==> config.mk <==
export PLATFORM = sky130hd
export DESIGN_NAME = miller_rabin_core_flat
export DESIGN_NICKNAME = d
export VERILOG_FILES = /design/src/rtl/miller_rabin_pkg.sv /design/src/rtl/miller_rabin_core_if.sv /design/src/rtl/miller_rabin_core_mod_mul.sv /design/src/rtl/miller_rabin_core.sv /design/src/flat_wrapper.sv
export SDC_FILE = /design/constraint.sdc
export NUM_CORES = 1
export LEC_CHECK = 0
export CAP_MARGIN = 40
export CORE_MARGIN = 4
export CORE_UTILIZATION = 62
export CTS_CLUSTER_SIZE = 20
export DETAILED_ROUTE_END_ITERATION = 8
export GPL_ROUTABILITY_DRIVEN = 0
export HOLD_SLACK_MARGIN = 0.02
export PLACE_DENSITY_LB_ADDON = 0.12
export REMOVE_ABC_BUFFERS = 1
export SYNTH_ARGS = -nofsm -noshare
export SYNTH_HDL_FRONTEND = slang
export SYNTH_SLANG_ARGS = --single-unit
==> constraint.sdc <==
create_clock -name clk -period 10 [get_ports clk]
set_clock_uncertainty 0.15 [all_clocks]
set_input_delay 2 -clock clk [delete_from_list [all_inputs] [get_ports clk]]
set_output_delay 2 -clock clk [all_outputs]
set_load 0.03 [all_outputs]
==> src/rtl/miller_rabin_pkg.sv <==
// Shared types and constants for the Miller-Rabin primality tester.
// Optional MR_ROUND_COUNT_EN adds a completed-round counter output on the core interface.
package miller_rabin_pkg;

  localparam int MR_MAX_ROUNDS = 12;

  typedef enum logic [2:0] {
    ST_IDLE,
    ST_DECOMP,
    ST_POW,
    ST_SQR,
    ST_NEXT,
    ST_DONE
  } mr_state_e;

  // Entry 0 is the first base tried.
  localparam logic [MR_MAX_ROUNDS-1:0][5:0] MR_WITNESS = {
    6'd37, 6'd31, 6'd29, 6'd23, 6'd19, 6'd17,
    6'd13, 6'd11, 6'd7,  6'd5,  6'd3,  6'd2
  };

  function automatic logic [3:0] mr_clamp_rounds(input logic [127:0] acc);
    if (acc == 128'd0)       return 4'd1;
    else if (acc >= 128'd12) return 4'd12;
    else                     return acc[3:0];
  endfunction

endpackage

==> src/rtl/miller_rabin_core_if.sv <==
// Candidate/verdict bus of the Miller-Rabin core.
// With MR_ROUND_COUNT_EN the bus also carries rounds_done.
interface miller_rabin_core_if #(
  parameter int WORDSIZE = 31
);
  logic [WORDSIZE-1:0]   start_number;
  logic [2*WORDSIZE-1:0] accuracy;
  logic                  prime;
  logic                  finish;
`ifdef MR_ROUND_COUNT_EN
  logic [3:0]            rounds_done;

  modport master (output start_number, output accuracy,
                  input prime, input finish, input rounds_done);
  modport slave  (input start_number, input accuracy,
                  output prime, output finish, output rounds_done);
`else
  modport master (output start_number, output accuracy,
                  input prime, input finish);
  modport slave  (input start_number, input accuracy,
                  output prime, output finish);
`endif
endinterface

==> src/rtl/miller_rabin_core_mod_mul.sv <==
// Shift-add modular multiplier: res = a*b mod n, a,b < n, MSB-first over b.
// One load cycle on start, then WORDSIZE shift-add cycles; done pulses with res valid.
module mr_mod_mul #(
  parameter int WORDSIZE = 31
) (
  input  logic                clk,
  input  logic                reset,
  input  logic                start,
  input  logic [WORDSIZE-1:0] a,
  input  logic [WORDSIZE-1:0] b,
  input  logic [WORDSIZE-1:0] n,
  output logic                done,
  output logic [WORDSIZE-1:0] res
);
  logic [WORDSIZE:0]   acc, dbl, dbl_r, sum, sum_r, acc_next, n_ext;
  logic [WORDSIZE-1:0] a_q, b_q, n_q;
  logic [6:0]          cnt;
  logic                busy;

  // acc < n < 2^WORDSIZE, so doubling and adding both fit in WORDSIZE+1 bits.
  always_comb begin
    n_ext    = {1'b0, n_q};
    dbl      = acc << 1;
    dbl_r    = (dbl >= n_ext) ? dbl - n_ext : dbl;
    sum      = dbl_r + {1'b0, a_q};
    sum_r    = (sum >= n_ext) ? sum - n_ext : sum;
    acc_next = b_q[WORDSIZE-1] ? sum_r : dbl_r;
  end

  always_ff @(posedge clk) begin
    if (reset) begin
      acc  <= '0;
      a_q  <= '0;
      b_q  <= '0;
      n_q  <= '0;
      cnt  <= '0;
      busy <= 1'b0;
      done <= 1'b0;
    end else begin
      done <= 1'b0;
      if (start) begin
        acc  <= '0;
        a_q  <= a;
        b_q  <= b;
        n_q  <= n;
        cnt  <= 7'(WORDSIZE);
        busy <= 1'b1;
      end else if (busy) begin
        acc <= acc_next;
        b_q <= b_q << 1;
        cnt <= cnt - 7'd1;
        if (cnt == 7'd1) begin
          busy <= 1'b0;
          done <= 1'b1;
        end
      end
    end
  end

  assign res = acc[WORDSIZE-1:0];

endmodule

==> src/rtl/miller_rabin_core.sv <==
// Iterative Miller-Rabin tester over fixed witnesses 2..37, driving mr_mod_mul.
// Optional MR_ROUND_COUNT_EN exposes rounds_done (completed or skipped rounds).
module miller_rabin_core
  import miller_rabin_pkg::*;
#(
  parameter int WORDSIZE = 31
) (
  input  logic               clk,
  input  logic               reset,
  miller_rabin_core_if.slave bus
);
  localparam int                BW      = $clog2(WORDSIZE);
  localparam logic [BW-1:0]     BIT_TOP = BW'(WORDSIZE - 1);

  mr_state_e           state, state_next;
  logic [WORDSIZE-1:0] n_q, nm1, d, x, base, mul_a, mul_b, mul_res;
  logic [3:0]          rounds_q, round_cnt;
  logic [6:0]          s, sq_left;
  logic [BW-1:0]       bit_idx;
  logic                mul_phase, mul_busy, mul_start, mul_done, verdict;
  logic                fast_path, fast_prime, base_skip, pow_last, res_one, res_nm1;

  assign nm1        = n_q - 1'b1;
  assign base       = WORDSIZE'(MR_WITNESS[round_cnt]);
  assign fast_prime = (n_q == WORDSIZE'(2)) || (n_q == WORDSIZE'(3));
  assign fast_path  = (n_q < WORDSIZE'(2)) || !n_q[0] || fast_prime;
  assign base_skip  = (base >= nm1);
  assign res_one    = (mul_res == WORDSIZE'(1));
  assign res_nm1    = (mul_res == nm1);
  // Final multiply of the exponentiation: bit 0 done, with its multiply if the bit is set.
  assign pow_last   = mul_done && (bit_idx == '0) && (mul_phase || !d[bit_idx]);

  mr_mod_mul #(.WORDSIZE(WORDSIZE)) u_mul (
    .clk   (clk),
    .reset (reset),
    .start (mul_start),
    .a     (mul_a),
    .b     (mul_b),
    .n     (n_q),
    .done  (mul_done),
    .res   (mul_res)
  );

  always_ff @(posedge clk) begin
    if (reset) state <= ST_IDLE;
    else       state <= state_next;
  end

  always_comb begin
    state_next = state;
    case (state)
      ST_IDLE:   state_next = ST_DECOMP;
      ST_DECOMP: begin
        if (fast_path) state_next = ST_DONE;
        else if (d[0]) state_next = ST_POW;
      end
      ST_POW: begin
        if (base_skip) state_next = ST_NEXT;
        else if (pow_last) state_next = (res_one || res_nm1) ? ST_NEXT : ST_SQR;
      end
      ST_SQR: begin
        if (!mul_busy && sq_left == '0) state_next = ST_DONE;
        else if (mul_done && res_nm1)   state_next = ST_NEXT;
        else if (mul_done && res_one)   state_next = ST_DONE;
      end
      ST_NEXT:   state_next = (round_cnt + 4'd1 >= rounds_q) ? ST_DONE : ST_POW;
      ST_DONE:   state_next = ST_DONE;
      default:   state_next = ST_IDLE;
    endcase
  end

  always_comb begin
    bus.finish = (state == ST_DONE);
    bus.prime  = (state == ST_DONE) && verdict;
    mul_start  = 1'b0;
    mul_a      = x;
    mul_b      = x;
    case (state)
      ST_POW: begin
        mul_start = !mul_busy && !base_skip;
        if (mul_phase) mul_b = base;
      end
      ST_SQR:  mul_start = !mul_busy && (sq_left != '0);
      default: ;
    endcase
  end

`ifdef MR_ROUND_COUNT_EN
  assign bus.rounds_done = round_cnt;
`endif

  always_ff @(posedge clk) begin
    if (reset) begin
      n_q       <= '0;
      rounds_q  <= 4'd1;
      d         <= '0;
      s         <= '0;
      x         <= '0;
      bit_idx   <= '0;
      mul_phase <= 1'b0;
      mul_busy  <= 1'b0;
      sq_left   <= '0;
      round_cnt <= '0;
      verdict   <= 1'b0;
    end else begin
      if (mul_start)     mul_busy <= 1'b1;
      else if (mul_done) mul_busy <= 1'b0;

      case (state)
        ST_IDLE: begin
          n_q       <= bus.start_number;
          rounds_q  <= mr_clamp_rounds(128'(bus.accuracy));
          d         <= bus.start_number - 1'b1;
          s         <= '0;
          round_cnt <= '0;
        end
        ST_DECOMP: begin
          if (!fast_path && !d[0]) begin
            d <= d >> 1;
            s <= s + 7'd1;
          end
        end
        ST_POW: begin
          if (mul_done) begin
            x <= mul_res;
            if (!mul_phase && d[bit_idx]) begin
              mul_phase <= 1'b1;
            end else begin
              mul_phase <= 1'b0;
              if (bit_idx != '0) bit_idx <= bit_idx - 1'b1;
            end
          end
        end
        ST_SQR: begin
          if (mul_done) begin
            x       <= mul_res;
            sq_left <= sq_left - 7'd1;
          end
        end
        ST_NEXT: round_cnt <= round_cnt + 4'd1;
        default: ;
      endcase

      // Every round starts its exponentiation from x = 1 at the top exponent bit.
      if (state_next == ST_POW && state != ST_POW) begin
        x         <= WORDSIZE'(1);
        bit_idx   <= BIT_TOP;
        mul_phase <= 1'b0;
      end
      if (state == ST_POW && state_next == ST_SQR) sq_left <= s - 7'd1;
      if (state_next == ST_DONE && state != ST_DONE)
        verdict <= (state == ST_NEXT) || (state == ST_DECOMP && fast_prime);
    end
  end

endmodule

==> src/flat_wrapper.sv <==
// flat-port wrapper written by rule: the top's interface ports become plain ports
module miller_rabin_core_flat import miller_rabin_pkg::*;
#(
  parameter int WORDSIZE = 31
)
  (clk, reset, bus_start_number, bus_accuracy, bus_prime, bus_finish);
  miller_rabin_core_if #(.WORDSIZE(WORDSIZE)) bus_i ();
  input  logic clk;
  input  logic reset;
  input wire logic [$bits(bus_i.start_number)-1:0] bus_start_number;
  input wire logic [$bits(bus_i.accuracy)-1:0] bus_accuracy;
  output wire logic [$bits(bus_i.prime)-1:0] bus_prime;
  output wire logic [$bits(bus_i.finish)-1:0] bus_finish;
  assign bus_i.start_number = bus_start_number;
  assign bus_i.accuracy = bus_accuracy;
  assign bus_prime = bus_i.prime;
  assign bus_finish = bus_i.finish;
  miller_rabin_core #(.WORDSIZE(WORDSIZE)) u_core (.clk(clk), .reset(reset), .bus(bus_i));
endmodule
==> results.md, run 1 <==
- Critical path buffer and inverter count: 3
- CP Class: reg -> reg
- Flops & latches, synth: 265
- FF-to-FF path depth: 32
- I/O Buffers: 96
- Vias: about 19,000
- Area added between synthesis and finish: 10.95%
- First-pass GRT wire length: 93.35 mm
- EDFF count, synth: 0
- Clock sink total: 265
- Element type at the critical path end: flip-flop
- CTS tree: built
- Worst hold slack: 0.3045 ns
- Area of the core: around 30,000 sq um
- Maximum clock frequency: roughly 110 MHz
- Vias in the first global route: approximately 18,000
- Gr busiest metal: met2
- # Max-Cap Violations: 0
- Pwr dens: 222.0 nW/um^2
- FFs w/ async S/R, synth: 0%
- Layout cells sized above 1: 5.699%
- DRT iter0 DRCs: ~2,100
- Commonest non-fill, non-tap cells in the layout: 398 x nand2_1, 307 x a21oi_1, 264 x dfxtp_1
- Site Rows: 63
- Top cell by count, worst path: a21oi_1
- Final wirelength: 58.86 mm
- I/O pins: 97
- Mapped cell area: approximately 19,000 sq um
- Stages on worst setup path: 32
- Die area: 33,540 sq um
- Worst vdd ir: 0.0001914 V
- R2R Path Start: u_core.u_mul.n_q[0]
- Critical path data required time: 10.36 ns
- # DRC: 0
- DIE HEIGHT: 183.1 microns
- Hold WC Path Type: reg -> reg
- Hpwl dp: 43.80 mm
- GRT Util Overall: 33.52%
- Largest net degree at the start of global routing: 73
- Post-route setup slack: 0.5858 ns
- Clock buffer count from CTS: 29
- WL/cell: 19.94 microns
- Met3 Use GR: under 10%
- Crit path launch type: flip-flop
- Post-synth top flop: dfxtp_1
- Lkg Pwr: 8.069 nW
- Commonest non-fill, non-tap cell in the layout: nand2_1
- Register area share after synthesis: 27.89%
- Longest Clk Path Bufs: 3
- Final Hold Fails: 0
- Starting density of the core: 63.49%
- Crit path DAT: 9.78 ns
- Post-synthesis cell count: 2,532
- N_diodes: 0
- Cts hold-fix bufs: 0
- End of the critical path: u_core.u_mul.acc[11]
- Setup TNS: 0 ns
- Met1 global-route usage: 44.19%
- Synth unique cells: a little over 90
- GRT overflow: 0
- Worst Max-Slew Pin Slew: about 0.94 ns
- Critical path's largest stage delay: 0.74 ns
- RSZ-0062 raised after global routing: no
- Pre-antenna DRT Iters: 9
- Fin crit share: 94.14%
- # H-tree levels: 1
- Min Tclk post-route: roughly 9.4 ns
- Crit path max-delay family: compound AO/OA/AOI/OAI gates
- Critical R2R Capture: u_core.u_mul.acc[11]
- Met2 Use GR: between 50% and 60%
- Die Width: around 180 microns
- Avg Cell Area, Syn: about 7.5 sq um
- Final Setup Violations: 0
- Crit-path max FO: 16
- Clk_lat worst skew: 0.57 ns
- Slew Limit Fails: 0
- CTS Root Cell: clkbuf_16
- Yosys Warn Count: 0
- Worst reg2reg setup slack: 0.59 ns
- Initial antenna violation count: 0
- Vias per inst: between 6 and 7
- Slew headroom: a little over a third
- Worst-path clk slew: ~0.070 ns
- Fill count: ~2,500
- Pre-CTS WS: 0.8341 ns
- Final antenna-violating net count: 0
- Status: completed
- CP Launch Point: u_core.u_mul.n_q[0]
- Layout Nets: 2,754
- Slowest-stage cell, CP: nor4b_1
## worst min path at each step
stage | end | slack (ns) | depth (start not counted) | from
2_1_floorplan | u_core.u_mul.n_q[10] | 0.28 | 2 | u_core.u_mul.n_q[10]
3_3_place_gp | u_core.u_mul.n_q[11] | 0.29 | 2 | u_core.u_mul.n_q[11]
3_5_place_dp | u_core.u_mul.n_q[19] | 0.30 | 2 | u_core.u_mul.n_q[19]
4_1_cts | u_core.u_mul.n_q[19] | 0.31 | 2 | u_core.u_mul.n_q[19]
5_1_grt | u_core.u_mul.n_q[10] | 0.33 | 2 | u_core.u_mul.n_q[10]
6_report | u_core.u_mul.n_q[19] | 0.30 | 2 | u_core.u_mul.n_q[19]
## worst reg2reg max path: cells and delay by family, from the launching register on
kind,cells,cell delay [ns]
adder cells (fa/ha/maj),3,1.00
AND/OR/NAND/NOR,8,2.31
flip-flops,1,0.37
multiplexers,1,0.27
buffers and inverters,3,0.77
AO/OA/AOI/OAI,17,4.50
## report_power, final
| part | switching, mW | internal [mW] |
|---|---|---|
| combinational | 1.51 | 0.888 |
| clock | 0.472 | 0.618 |
| sequential | 0.0834 | 1.11 |
## final cells by class
type	instances	area, sq um	area share, %
Multi-Input combinational cell	2030	12800	60.67
Sequential cell	265	5306	25.15
Timing Repair Buffer	130	1230	5.829
Clock buffer	36	792.0	3.753
Tap cell	390	488.0	2.312
Inverter	83	311.5	1.476
Clock inverter	18	171.4	0.8123
## per-stage QoR
step	area (sq um)	power, mW	utilization, %	instances
3_5_place_dp	20140	3.506	67.22	2898
3_3_place_gp	20090	3.465	67.08	2894
4_1_cts	21100	4.590	70.44	2952
2_1_floorplan	18380	2.856	-	2378
6_report	21100	4.684	70.45	2952
5_1_grt	21100	4.915	70.45	2952
## cells by family after synthesis
kind of cell	after synthesis	synth area share [%]
compound gates	714	23.45
simple gates	972	24.49
fa+ha+maj	120	8.013
flops	265	27.89
mux	62	3.711
buf+inv	237	4.974
xor+xnor	162	7.461
## layer usage
layer  vias up  wire [microns]
li1       9138               -
met1      8969           23810
met2      1072           26580
met3       183            5894
met4         0            2577
met5         -               0
## state kept, by name (all words and copies together), names as in the netlist, 7 cells and up
name and flops:
u_core.u_mul.b_q 31, u_core.u_mul.cnt 7, u_core.sq_left 7, u_core.d 31, u_core.mul_a 31, u_core.u_mul.n_q 31, u_core.s 7, u_core.n_q 31
u_core.u_mul.a_q 31, u_core.u_mul.acc 31
## Yosys cell counts, drive strengths merged, types with 37 or more instances
cell	number	area share, %
ha	117	7.7
nor3	55	1.5
inv	83	1.6
nand2	401	7.9
xor2	54	2.5
nor2	202	4.1
dfxtp	265	28
clkbuf	115	2.3
nand3	58	1.6
o21ai	98	2.6
mux2i	48	2.5
buf	39	1.1
a21o	37	1.5
a21oi	307	8.1
nor4	67	2.6
xnor2	108	5.0
a31oi	47	1.5
## repair_timing
item,CTS,global route
setup buffers,0,0
endpoints found under the setup margin,0,10
gates resized for setup,0,1
(Power assumes the default switching activity.)
==> run 2: changes to the inputs <==
Settings changed: CORE_UTILIZATION 62 to 56.
Clock period 10 ns to 7.6 ns, I/O delays scaled along.
==> results.md, run 2 (synthesized netlist as in run 1, its figures left out) <==
- Status: completed
- DRT iter0 DRCs: 2,189
- Area added between synthesis and finish: 19.55%
- Vias per inst: 6.339
- Commonest non-fill, non-tap cell in the layout: nand2_1
- Vias: 20,068
- Cts hold-fix bufs: 0
- Crit-path max FO: 9
- Final Power: 7.019 mW
- Worst hold slack: between 0.3 and 0.4 ns
- WL/cell: 20.32 microns
- Crit path launch type: flip-flop
- Fin crit share: roughly 98%
- Pre-CTS WS: -0.3176 ns
- Hpwl dp: 48.08 mm
- Final antenna-violating net count: 0
- Psw: 2.864 mW
- Starting density of the core: 56.72%
- Critical path's largest stage delay: roughly 0.42 ns
- Layout cells sized above 1: 12.10%
- N_diodes: 0
- First-pass GRT wire length: 99.82 mm
- Slowest-stage cell, CP: or3_4
- Clock buffer count from CTS: 29
- Clk_lat worst skew: 0.58 ns
- # Max-Cap Violations: 0
- Commonest non-fill, non-tap cells in the layout: 399 x nand2_1, 300 x a21oi_1, 264 x dfxtp_1
- Internal power: 4.155 mW
- Final Setup Violations: 0
- I/O pins: 97
- CTS tree: built
- Final Hold Fails: 0
- Layout Nets: 2,910
- Comb power frac: 54.2%
- Slew headroom: 40.69%
- Switch share: 40.80%
- Final wirelength: 64.33 mm
- Initial antenna violation count: 1
- GRT Util Overall: 33.32%
- Longest Clk Path Bufs: 3
- Worst vdd ir: 0.0005254 V
- CTS Root Cell: clkbuf_16
- Hold WC Path Type: reg -> reg
- Site Rows: 67
- Die Width: ~190 microns
- DIE HEIGHT: 192.3 microns
- DP Cell Count: 3,109
- Vias in the first global route: 19,099
- I/O Buffers: 96
- Element type at the critical path end: flip-flop
- Final Non-Filler Cells: 3,166
- Maximum clock frequency: 134.3 MHz
- # DRC: 0
- Area of the core: 33,530 sq um
- Critical path data required time: between 7 and 8 ns
- Crit path DAT: 7.76 ns
- Pre-antenna DRT Iters: 6
- Worst Max-Slew Pin Slew: 0.8886 ns
- # H-tree levels: 1
- Min Tclk post-route: approximately 7.4 ns
- Clock sink total: 265
- Pwr dens: between 300 and 400 nW/um^2
- CP Class: reg -> reg
- Largest net degree at the start of global routing: 87
- Reg power frac: about 22%
- Worst-path clk slew: 0.06 ns
- GRT overflow: 0
- Lkg Pwr: 8.964 nW
- Slew Limit Fails: 0
- Die area: 36,970 sq um
- Post-route setup slack: 0.1534 ns
- Clk pwr share: 23.5%
## run 2: final cells by class
cell class	instances	area, sq um
repair buffers	286	2457
clock buffers	40	827.0
flip-flops and latches	265	5306
clock inverters	14	282.8
well taps	448	560.5
inverters	83	311.5
multi-input cells	2030	12990
fillers	2858	10800
## run 2: worst max-delay path, delay by kind of cell, from the launching register on
kind,cells,cell delay [ns]
buffers and inverters,4,0.61
adders and majority gates,3,0.98
xor gates and xnor gates,1,0.14
and+or+nand+nor,15,2.98
DFF,1,0.34
AOI/OAI and AO/OA,10,2.13
## run 2: through the flow
step                      cell area, sq um  util [%]  setup TNS (ns)
after detailed placement             21400     63.82          -5.467
final                                22740     67.80               0
after global routing                 22740     67.80         -0.2319
after CTS                            22520     67.16               0
after floorplan                      18380         -          -12.35
after global placement               21340     63.63               0
## run 2: power by group through the flow
stage | Combinational (mW) | Sequential [mW] | Clock, mW
2_1_floorplan | 2.20 | 1.56 | 0
3_3_place_gp | 3.56 | 1.59 | 0
3_5_place_dp | 3.62 | 1.59 | 0
4_1_cts | 3.65 | 1.56 | 1.66
5_1_grt | 4.06 | 1.57 | 1.72
6_report | 3.81 | 1.57 | 1.65
## run 2: worst paths after layout
kind                            depth (start not counted)  slack (ns)                 start                   end
worst min-delay path                                    2        0.30  u_core.u_mul.n_q[17]  u_core.u_mul.n_q[17]
worst max-delay path                                   33        0.15  u_core.u_mul.n_q[12]  u_core.u_mul.acc[20]
worst max register to register                         33        0.15  u_core.u_mul.n_q[12]  u_core.u_mul.acc[20]
worst min register to register                          2        0.30  u_core.u_mul.n_q[17]  u_core.u_mul.n_q[17]
## run 2: routing by layer
layer / vias up / GRT usage, % / wire, microns
met3: 228 / 5.734 / 6361
met5: - / 0 / 13
met4: 2 / 16.79 / 3609
met1: 9342 / 42.53 / 25350
met2: 1039 / 54.36 / 29000
li1: 9457 / - / -
## run 2: what timing repair did
action,in CTS,in global routing
setup buffers,0,3
cloned,0,0
hold endpoints to repair,0,0
pin swaps,0,11
endpoints found under the setup margin,31,31
gates resized for setup,4,43
